**config.mk**
```make
export PLATFORM = sky130hd
export DESIGN_NAME = mini_cpu_core_param
export DESIGN_NICKNAME = d
export VERILOG_FILES = /design/src/rtl/mini_cpu_core_param.sv
export SDC_FILE = /design/constraint.sdc
export NUM_CORES = 1
export LEC_CHECK = 0
export ABC_CLOCK_PERIOD_IN_PS = 4900
export CAP_MARGIN = 20
export CORE_ASPECT_RATIO = 1.2
export CORE_UTILIZATION = 50
export DETAILED_ROUTE_END_ITERATION = 6
export PLACE_DENSITY_LB_ADDON = 0.2
export SYNTH_ARGS = -nofsm -noshare
export SYNTH_HDL_FRONTEND = slang
export SYNTH_SLANG_ARGS = --single-unit
```
**constraint.sdc**
```tcl
create_clock -name clk -period 4.9 [get_ports clk]
set_input_delay 0.98 -clock clk [delete_from_list [all_inputs] [get_ports clk]]
set_output_delay 0.98 -clock clk [all_outputs]
set_load 0.02 [all_outputs]
```
**src/rtl/mini_cpu_core_param.sv**
```systemverilog
// mini_cpu_core_param: button-driven mini CPU with a generic register file,
// a shift-add multiplier and a busy/valid handshake toward the LCD driver.
// Optional build macro MINI_CPU_SAT_EN: clamp overflowing results to the
// signed max/min instead of wrapping.
module mini_cpu_core_param #(
    parameter int unsigned DW = 16,
    parameter int unsigned AW = 4,
    parameter int unsigned FW = 7
) (
    input  logic          clk,
    input  logic          rst_n,
    input  logic          ligar,
    input  logic          enviar,
    input  logic [2:0]    opcode,
    input  logic [AW-1:0] addr1,
    input  logic [AW-1:0] addr2,
    input  logic [FW-1:0] addr3_imm,
    output logic [DW-1:0] result,
    output logic [2:0]    result_op,
    output logic          result_valid,
    output logic          overflow,
    output logic          busy,
    output logic          powered
);
    localparam int unsigned NREG = 2**AW;
    localparam int unsigned PW   = 2*DW;
    localparam int unsigned CW   = $clog2(DW) + 1;

    localparam logic [2:0] OP_LOAD    = 3'd0;
    localparam logic [2:0] OP_ADD     = 3'd1;
    localparam logic [2:0] OP_ADDI    = 3'd2;
    localparam logic [2:0] OP_SUB     = 3'd3;
    localparam logic [2:0] OP_SUBI    = 3'd4;
    localparam logic [2:0] OP_MUL     = 3'd5;
    localparam logic [2:0] OP_CLEAR   = 3'd6;
    localparam logic [2:0] OP_DISPLAY = 3'd7;

    localparam logic [DW-1:0] SMAX = {1'b0, {(DW-1){1'b1}}};
    localparam logic [DW-1:0] SMIN = {1'b1, {(DW-1){1'b0}}};

`ifdef MINI_CPU_SAT_EN
    localparam bit SAT_EN = 1'b1;
`else
    localparam bit SAT_EN = 1'b0;
`endif

    typedef enum logic [2:0] {S_OFF, S_FETCH, S_DECODE, S_EXEC, S_STORE} state_t;

    state_t          state;
    logic [DW-1:0]   regs [NREG];
    logic [2:0]      lig_sync, env_sync;     // [0],[1] synchroniser, [2] previous value
    logic            lig_rel, env_rel;
    logic [2:0]      op_q;
    logic [AW-1:0]   a1_q, a2_q;
    logic [FW-1:0]   a3imm_q;
    logic [DW-1:0]   opa, opb;
    logic [PW-1:0]   mcand, acc;
    logic [DW-1:0]   mplier;
    logic            mneg;
    logic [CW-1:0]   cnt;

    logic [AW-1:0]   addr3;
    logic [DW-1:0]   imm_ext, imm, rd_a, rd_b, rd_d, abs_a, abs_b;
    logic [DW-1:0]   sum, diff, raw, wr_val;
    logic [PW-1:0]   acc_nxt, prod;
    logic            add_ovf, sub_ovf, mul_ovf, ovf_c, neg_c, wr_en_c;

    // Button synchronisers; presets represent released buttons
    always_ff @(posedge clk or negedge rst_n) begin
        if (!rst_n) begin
            lig_sync <= '1;
            env_sync <= '1;
        end else begin
            lig_sync <= {lig_sync[1:0], ligar};
            env_sync <= {env_sync[1:0], enviar};
        end
    end

    assign lig_rel = lig_sync[1] & ~lig_sync[2];
    assign env_rel = env_sync[1] & ~env_sync[2];

    // Field decode of the latched instruction and register reads
    assign addr3   = a3imm_q[FW-1 -: AW];
    assign imm_ext = DW'(a3imm_q[FW-2:0]);
    assign imm     = a3imm_q[FW-1] ? -imm_ext : imm_ext;
    assign rd_a    = regs[a2_q];
    assign rd_b    = regs[addr3];
    assign rd_d    = regs[a1_q];
    assign abs_a   = rd_a[DW-1] ? -rd_a : rd_a;
    assign abs_b   = rd_b[DW-1] ? -rd_b : rd_b;

    // Arithmetic datapath and signed overflow detection
    assign sum     = opa + opb;
    assign diff    = opa - opb;
    assign add_ovf = (opa[DW-1] == opb[DW-1]) && (sum[DW-1] != opa[DW-1]);
    assign sub_ovf = (opa[DW-1] != opb[DW-1]) && (diff[DW-1] != opa[DW-1]);
    assign acc_nxt = acc + (mplier[0] ? mcand : '0);
    assign prod    = mneg ? -acc_nxt : acc_nxt;
    assign mul_ovf = prod[PW-1:DW] != {DW{prod[DW-1]}};

    // Result selection per opcode; neg_c is the true sign when overflowing
    always_comb begin
        raw     = '0;
        ovf_c   = 1'b0;
        neg_c   = 1'b0;
        wr_en_c = 1'b1;
        case (op_q)
            OP_LOAD:          raw = opb;
            OP_ADD, OP_ADDI:  begin raw = sum;  ovf_c = add_ovf; neg_c = opa[DW-1]; end
            OP_SUB, OP_SUBI:  begin raw = diff; ovf_c = sub_ovf; neg_c = opa[DW-1]; end
            OP_MUL:           begin raw = prod[DW-1:0]; ovf_c = mul_ovf; neg_c = mneg; end
            OP_CLEAR:         raw = '0;
            default:          begin raw = opa; wr_en_c = 1'b0; end
        endcase
        wr_val = (SAT_EN && ovf_c) ? (neg_c ? SMIN : SMAX) : raw;
    end

    // Control FSM, register file and registered outputs
    always_ff @(posedge clk or negedge rst_n) begin
        if (!rst_n) begin
            state        <= S_FETCH;
            for (int unsigned i = 0; i < NREG; i++) regs[i] <= '0;
            result       <= '0;
            result_op    <= '0;
            result_valid <= 1'b0;
            overflow     <= 1'b0;
            busy         <= 1'b0;
            powered      <= 1'b1;
            op_q         <= '0;
            a1_q         <= '0;
            a2_q         <= '0;
            a3imm_q      <= '0;
            opa          <= '0;
            opb          <= '0;
            mcand        <= '0;
            acc          <= '0;
            mplier       <= '0;
            mneg         <= 1'b0;
            cnt          <= '0;
        end else begin
            result_valid <= 1'b0;
            if (state != S_OFF && lig_rel) begin
                state     <= S_OFF;
                for (int unsigned i = 0; i < NREG; i++) regs[i] <= '0;
                result    <= '0;
                result_op <= '0;
                overflow  <= 1'b0;
                busy      <= 1'b0;
                powered   <= 1'b0;
            end else begin
                case (state)
                    S_OFF: begin
                        if (lig_rel) begin
                            state   <= S_FETCH;
                            powered <= 1'b1;
                        end
                    end
                    S_FETCH: begin
                        if (env_rel) begin
                            op_q    <= opcode;
                            a1_q    <= addr1;
                            a2_q    <= addr2;
                            a3imm_q <= addr3_imm;
                            busy    <= 1'b1;
                            state   <= S_DECODE;
                        end
                    end
                    S_DECODE: begin
                        opa    <= (op_q == OP_DISPLAY) ? rd_d : rd_a;
                        opb    <= (op_q == OP_ADD || op_q == OP_SUB || op_q == OP_MUL) ? rd_b : imm;
                        mcand  <= PW'(abs_a);
                        mplier <= abs_b;
                        mneg   <= rd_a[DW-1] ^ rd_b[DW-1];
                        acc    <= '0;
                        cnt    <= '0;
                        state  <= S_EXEC;
                    end
                    S_EXEC: begin
                        if (op_q == OP_MUL && cnt != CW'(DW-1)) begin
                            acc    <= acc_nxt;
                            mcand  <= mcand << 1;
                            mplier <= mplier >> 1;
                            cnt    <= cnt + CW'(1);
                        end else begin
                            if (op_q == OP_CLEAR) begin
                                for (int unsigned i = 0; i < NREG; i++) regs[i] <= '0;
                            end else if (wr_en_c) begin
                                regs[a1_q] <= wr_val;
                            end
                            result       <= wr_val;
                            result_op    <= op_q;
                            result_valid <= 1'b1;
                            if (op_q != OP_DISPLAY) overflow <= ovf_c;
                            state        <= S_STORE;
                        end
                    end
                    S_STORE: begin
                        busy  <= 1'b0;
                        state <= S_FETCH;
                    end
                    default: begin
                        busy  <= 1'b0;
                        state <= S_FETCH;
                    end
                endcase
            end
        end
    end

endmodule
```
Yosys cells after proc, flatten, opt, wreduce, memory -nomap -nowiden

Index checks and enable logic that the tools add are counted.

Latch bits: 0
Word-level logic and storage cells: 168
Register bits after elaboration: 424
Output and inout port bits: 23
Input port bits: 22
Memories kept: 0
Bits in read-only memories: 0
RAM bits: 0

Bitwise operators: 9
Eq/ne operators: 23
Add/sub/neg operators: 8
Reduce and logical (&&, ||, !) cells: 29
Order comparisons: 4
Multiplexer cells: 59
Multipliers: 0
Shift operators: 0
Divide/modulo/power cells: 0

Operators with widths:

| operator                                       | number |
|---|---|
| 2-to-1 mux 256 bit                             | 5 |
| bitwise mux 256 bit                            | 1 |
| 2-to-1 mux 16 bit                              | 16 |
| binary-select mux 16 bit (select 4 bit)        | 3 |
| 2-to-1 mux 32 bit                              | 4 |
| case mux 32 bit (2 select lines)               | 2 |
| case mux 16 bit (5 select lines)               | 1 |
| demux 16 bit (select 4 bit)                    | 1 |
| adder 32 bit                                   | 1 |
| negator 16 bit                                 | 2 |
| negator 32 bit                                 | 1 |
| case mux 16 bit (2 select lines)               | 1 |
| 2-to-1 mux 3 bit                               | 7 |
| adder 16 bit                                   | 1 |
| != test 16 bit                                 | 1 |
| negator 6 -> 16 bit                            | 1 |
| subtractor 16 bit                              | 1 |
| >= comparator 5 bit (second input constant)    | 3 |
| NOT 4 -> 5 bit                                 | 3 |
| AND reduction 3 bit                            | 5 |
| 2-to-1 mux 1 bit                               | 13 |
| == test 3 x 2 -> 1 bit (second input constant) | 4 |
| == test 3 bit (second input constant)          | 4 |
| != test 3 bit (second input constant)          | 4 |
| other kinds (25)                               | 47 |

Longest topological paths before layout

Depth after elaboration: 11
Gate-level depth with buffers: 19
Mapped depth without buffers: 17

Least setup slack after synthesis

No wires, ideal clock.

Path kind: register to register
Start point: register mplier[0]
End point: register overflow
Stages on the path, launching flop included: 18
Path buffers: 1
Data required time: 4,775 ps
Path slack: -7 ps
Clock period less this slack: 4,907 ps
Arrival: 4,782 ps
Setup time: 125 ps
Cells stage by stage: dfrtp_1 clkbuf_1 and2_1 ha_1 fa_1 a211oi_1 o21ai_1 a211o_1 a211oi_2 xor2_1 and2_1 nand4_1 nor4b_1 a21oi_1 xnor2_1 or4_1 a211oi_2 nor3_1

Word-level cells in the longest chain between the ends: 10

Ends and longest elaborated chain:

| what                                | RTL line | source |
|---|---|---|
| start, declared                     | 58       | `logic [DW-1:0] mplier;` |
| start signal, assigned              | 172      | `mplier <= abs_b;` |
| start signal, assigned              | 182      | `mplier <= mplier >> 1;` |
| 2-to-1 mux 32 bit (*)               | 97       | `assign acc_nxt = acc + (mplier[0] ? mcand : '0);` |
| adder 32 bit (*)                    | 97       |  |
| negator 32 bit                      | 98       | `assign prod = mneg ? -acc_nxt : acc_nxt;` |
| 2-to-1 mux 32 bit (*)               | 98       |  |
| != test 16 bit (*)                  | 99       | `assign mul_ovf = prod[PW-1:DW] != {DW{prod[DW-1]}};` |
| case mux 1 bit (3 select lines) (*) | 107      | `case (op_q)` |
| 2-to-1 mux 1 bit (*)                | 193      | `if (op_q != OP_DISPLAY) overflow <= ovf_c;` |
| 2-to-1 mux 1 bit (*)                | 179      | `if (op_q == OP_MUL && cnt != CW'(DW-1)) begin` |
| 2-to-1 mux 1 bit (*)                | 151      | `case (state)` |
| 2-to-1 mux 1 bit (*)                | 142      | `if (state != S_OFF && lig_rel) begin` |
| end signal, assigned                | 193      |  |
| end, declared                       | 21       | `output logic overflow,` |

Mark *: on every way between the ends. The rest lies on a longest branch, timed or not. The select of a mux whose other input is x is not followed.
A chain may end at the register's enable or synchronous reset.

Worst setup path after layout

Same ends and word-level chain as after synthesis.

==> metrics.log <==
[metrics] chip width: 216 um
[metrics] Required @ worst endpoint: 5.39 ns
[metrics] kind of launch point of the worst setup path: flop
[metrics] highest-delay cell along the critical path: or3b_2
[metrics] worst slew pin tran: 1.05 ns
[metrics] CTS buffer count: 47
[metrics] top flip-flop cell by instance count after synthesis: dfrtp_1
[metrics] final-report hold violation count: 0
[metrics] starting density of the core: 50.9%
[metrics] skew final: 0.0309 ns
[metrics] endpoint kind of the worst setup timing path: flop
[metrics] insertion delay to the later sink of the worst-skew pair: 0.62 ns
[metrics] number of H-tree levels: 2
[metrics] fraction of layout instances using a drive strength above 1: 20.9%
[metrics] final slew viol count: 0
[metrics] number of buffers between clock root and the deepest sink: 3
[metrics] cell repeated most along the worst path: buf_4
[metrics] number of warnings issued by yosys: 0
[metrics] via count of the first global-routing pass: 23,900
[metrics] clock root buffer: clkbuf_16
[metrics] Placed Cells: 3,371
[metrics] maximum number of pins on one net before global-route repair: 93
[metrics] post-synth net total: 2,768
[metrics] clock-pin slew on the worst setup and hold paths: 0.07 ns
[metrics] count of vias placed by the detailed router: 23,200
[metrics] fraction of the cycle the final worst path needs: 96.4%
[metrics] reg-to-reg critical path startpoint: mplier[0]
[metrics] setup TNS after final layout: 0 ns
[metrics] Avg Inst Size Synth: 10.3 um2
[metrics] total overflow reported by the global router: 0
[metrics] family with the most delay on the worst path: simple AND/OR/NAND/NOR gates
[metrics] die outline area: 55,900 um2
[metrics] GRT Overall Usage: 33.1%
[metrics] static leakage: 13.0 nW
[metrics] detailed-route DRC error count: 1
[metrics] result of the run: finished with violations
[metrics] wire length of the first global-routing pass: 141 mm
[metrics] distinct cell type count of the synthesized netlist: 86
[metrics] post-synthesis sequential area ratio: 38.6%
[metrics] number of placed I/O pins: 45
[metrics] number of cells in the finished layout apart from fillers: 3,466
[metrics] Worst IR Drop VDD: 0.872 mV
[metrics] initial antenna violation count: 1
[metrics] violated checks: DRC
[metrics] Setup WS post-layout: 0.176 ns
[metrics] Final nets: 2,808
[metrics] Vias/cell: 6.71
[metrics] startpoint of the worst hold path: env_sync[0]
[metrics] drt initial violations: 2,509
[metrics] Place WS: -0.214 ns
[metrics] post-synthesis instance area: 27,500 um2
[metrics] global placer's final weighted congestion: 0.932
[metrics] Crit Path Category: flop to flop
[metrics] vertical die dimension: 259 um
[metrics] minimum clock period: 4.72 ns
[metrics] Relative slew margins: 29.6%
[metrics] arrival time of the worst setup path: 5.22 ns
[metrics] WL final: 91.2 mm
[metrics] setup-violating endpoint count in the final report: 0
[metrics] async set or reset register ratio after synthesis: 100%
[metrics] Critical path buffers and inverters: 4
[metrics] CP peak stage delay: 0.54 ns
[metrics] cells along the critical path: buf_4 > buf_4 > and2_1 > ha_1 > buf_4 > and3_1 > a31oi_1 > buf_4 > a21oi_1 > o2111a_1 > o21ai_0 > or3b_2 > nor4_4 > xor2_1 > a2bb2oi_1 > or4_1 > a211oi_2 > nor3_1
[metrics] core footprint: 54,000 um2
[metrics] power per cell area: 581 nW/um2
[metrics] first-pass iteration count of the detailed router: 7
[metrics] Max Fanout on Critical Path: 21
[metrics] max_cap viols: 0
[metrics] Peak Freq: 212 MHz
[metrics] TritonCTS Sinks: 424
[metrics] num rows: 93
[metrics] post-detail-place hpwl: 63.7 mm
[metrics] number of nets with antenna violations after detailed routing: 0
[metrics] number of register bits inferred by synthesis: 424
[metrics] number of flops mapped to enable cells by yosys: 0
[metrics] Tightest Hold Check Type: flop to flop
[metrics] area added between synthesis and finish: 13.4%
[metrics] post-synthesis cell count: 2,675
[metrics] launch point of the worst path: mplier[0]
[metrics] I/O Buffers: 44
[metrics] TritonCTS clock tree: built
[metrics] routed len/inst: 26.3 um
==> power by group <==
group	internal, mW	total [mW]	switching (mW)
registers	4.26	5.66	1.40
logic	3.45	8.59	5.14
clock network	2.29	3.86	1.57
total	10.0	18.1	8.12
==> per-layer routing <==
layer / track usage (%) / up-vias / share of wire, %
li1: - / 10100 / -
met1: 39.4 / 11700 / 36
met2: 56.2 / 1133 / 50
met3: 5.28 / 344 / 7.3
met4: 21.0 / 0 / 6.9
met5: 0 / - / 0
==> synth_stat cells (37+ instances only) <==
library cell,number,share of area [%]
inv_1,57,0.78
and2_1,45,1.0
a22oi_1,42,1.1
mux4_2,240,20
o21ai_0,355,6.5
nand2_1,400,5.5
clkbuf_1,159,2.2
nor2_1,133,1.8
nor3_1,38,0.69
a22o_1,75,2.4
dfrtp_1,416,38
xnor2_1,37,1.2
ha_1,68,3.1
xor2_1,42,1.3
a21oi_1,82,1.5
==> layout by cell type (no fill, tap or decap), types with 17 or more instances in the layout <==
master / n
inv_1: 57
nand2_1: 398
nor2_1: 132
nor3_1: 35
buf_4: 147
nor2b_1: 20
and2_1: 45
o211ai_1: 19
dfrtp_1: 410
nand3_1: 29
a22oi_1: 42
a21o_1: 21
mux2_2: 20
nand2b_1: 20
a22o_1: 75
o21ai_1: 32
clkbuf_16: 48
o21ai_0: 348
xnor2_1: 36
or3_1: 27
a21oi_1: 75
clkdlybuf4s50_1: 43
mux4_2: 240
a31oi_1: 27
xor2_1: 41
ha_1: 59
nand4_1: 17
==> cell families after synthesis <==
kind of cell / count (synthesis) / share of synthesized area (%)
muxes: 270 / 20.8
xor gates and xnor gates: 80 / 2.58
adders and majority gates: 71 / 3.31
buffers and inverters: 265 / 3.75
DFF: 424 / 38.6
and+or+nand+nor: 782 / 12.9
AOI/OAI and AO/OA: 783 / 18.0
==> registers in the layout (all words and copies together) (netlist names) <==
signal        cells
result           16
opa              16
state             3
acc              32
mneg              1
result_op         3
regs            256
a2_q              4
a3imm_q           7
op_q              3
overflow          1
opb              16
powered           1
result_valid      1
env_sync          3
cnt               5
lig_sync          3
mplier           16
mcand            32
busy              1
a1_q              4
==> per-stage QoR <==
step	util, %	hold slack, ns	power, mW	area [um2]
4_1_cts	57.3	0.365	17.9	30900
2_1_floorplan	-	0.345	10.9	27500
6_report	57.8	0.363	18.1	31200
3_5_place_dp	54.2	0.356	14.0	29300
3_3_place_gp	54.2	0.347	13.8	29300
5_1_grt	57.8	0.369	19.0	31200
==> final timing paths <==
| kind | end | slack (ns) | depth (start not counted) |
|---|---|---|---|
| max | overflow | 0.18 | 18 |
| min | env_sync[1] | 0.36 | 0 |
| max reg2reg | overflow | 0.18 | 18 |
| min reg2reg | env_sync[1] | 0.36 | 0 |
| max in group asynchronous | acc[15] | 3.46 | 2 |
| min in group asynchronous | result[12] | 0.41 | 1 |
==> layout make-up <==
| type | instances | area (um2) |
|---|---|---|
| Timing Repair Buffer | 199 | 1700 |
| Clock buffer | 56 | 1270 |
| Sequential cell | 424 | 10600 |
| Tap cell | 712 | 891 |
| Fill cell | 4587 | 22800 |
| Inverter | 57 | 214 |
| Antenna cell | 3 | 7.51 |
| Multi-Input combinational cell | 1986 | 16100 |
| Clock inverter | 29 | 403 |
==> what timing repair did <==
item,in CTS,in global routing
gates resized for setup,2,45
pin swaps,0,7
buffers inserted,0,3
setup endpoints to repair,1,1
hold buffers,0,0
hold endpoints to repair,0,0
Power figures use the tool's default switching activity.
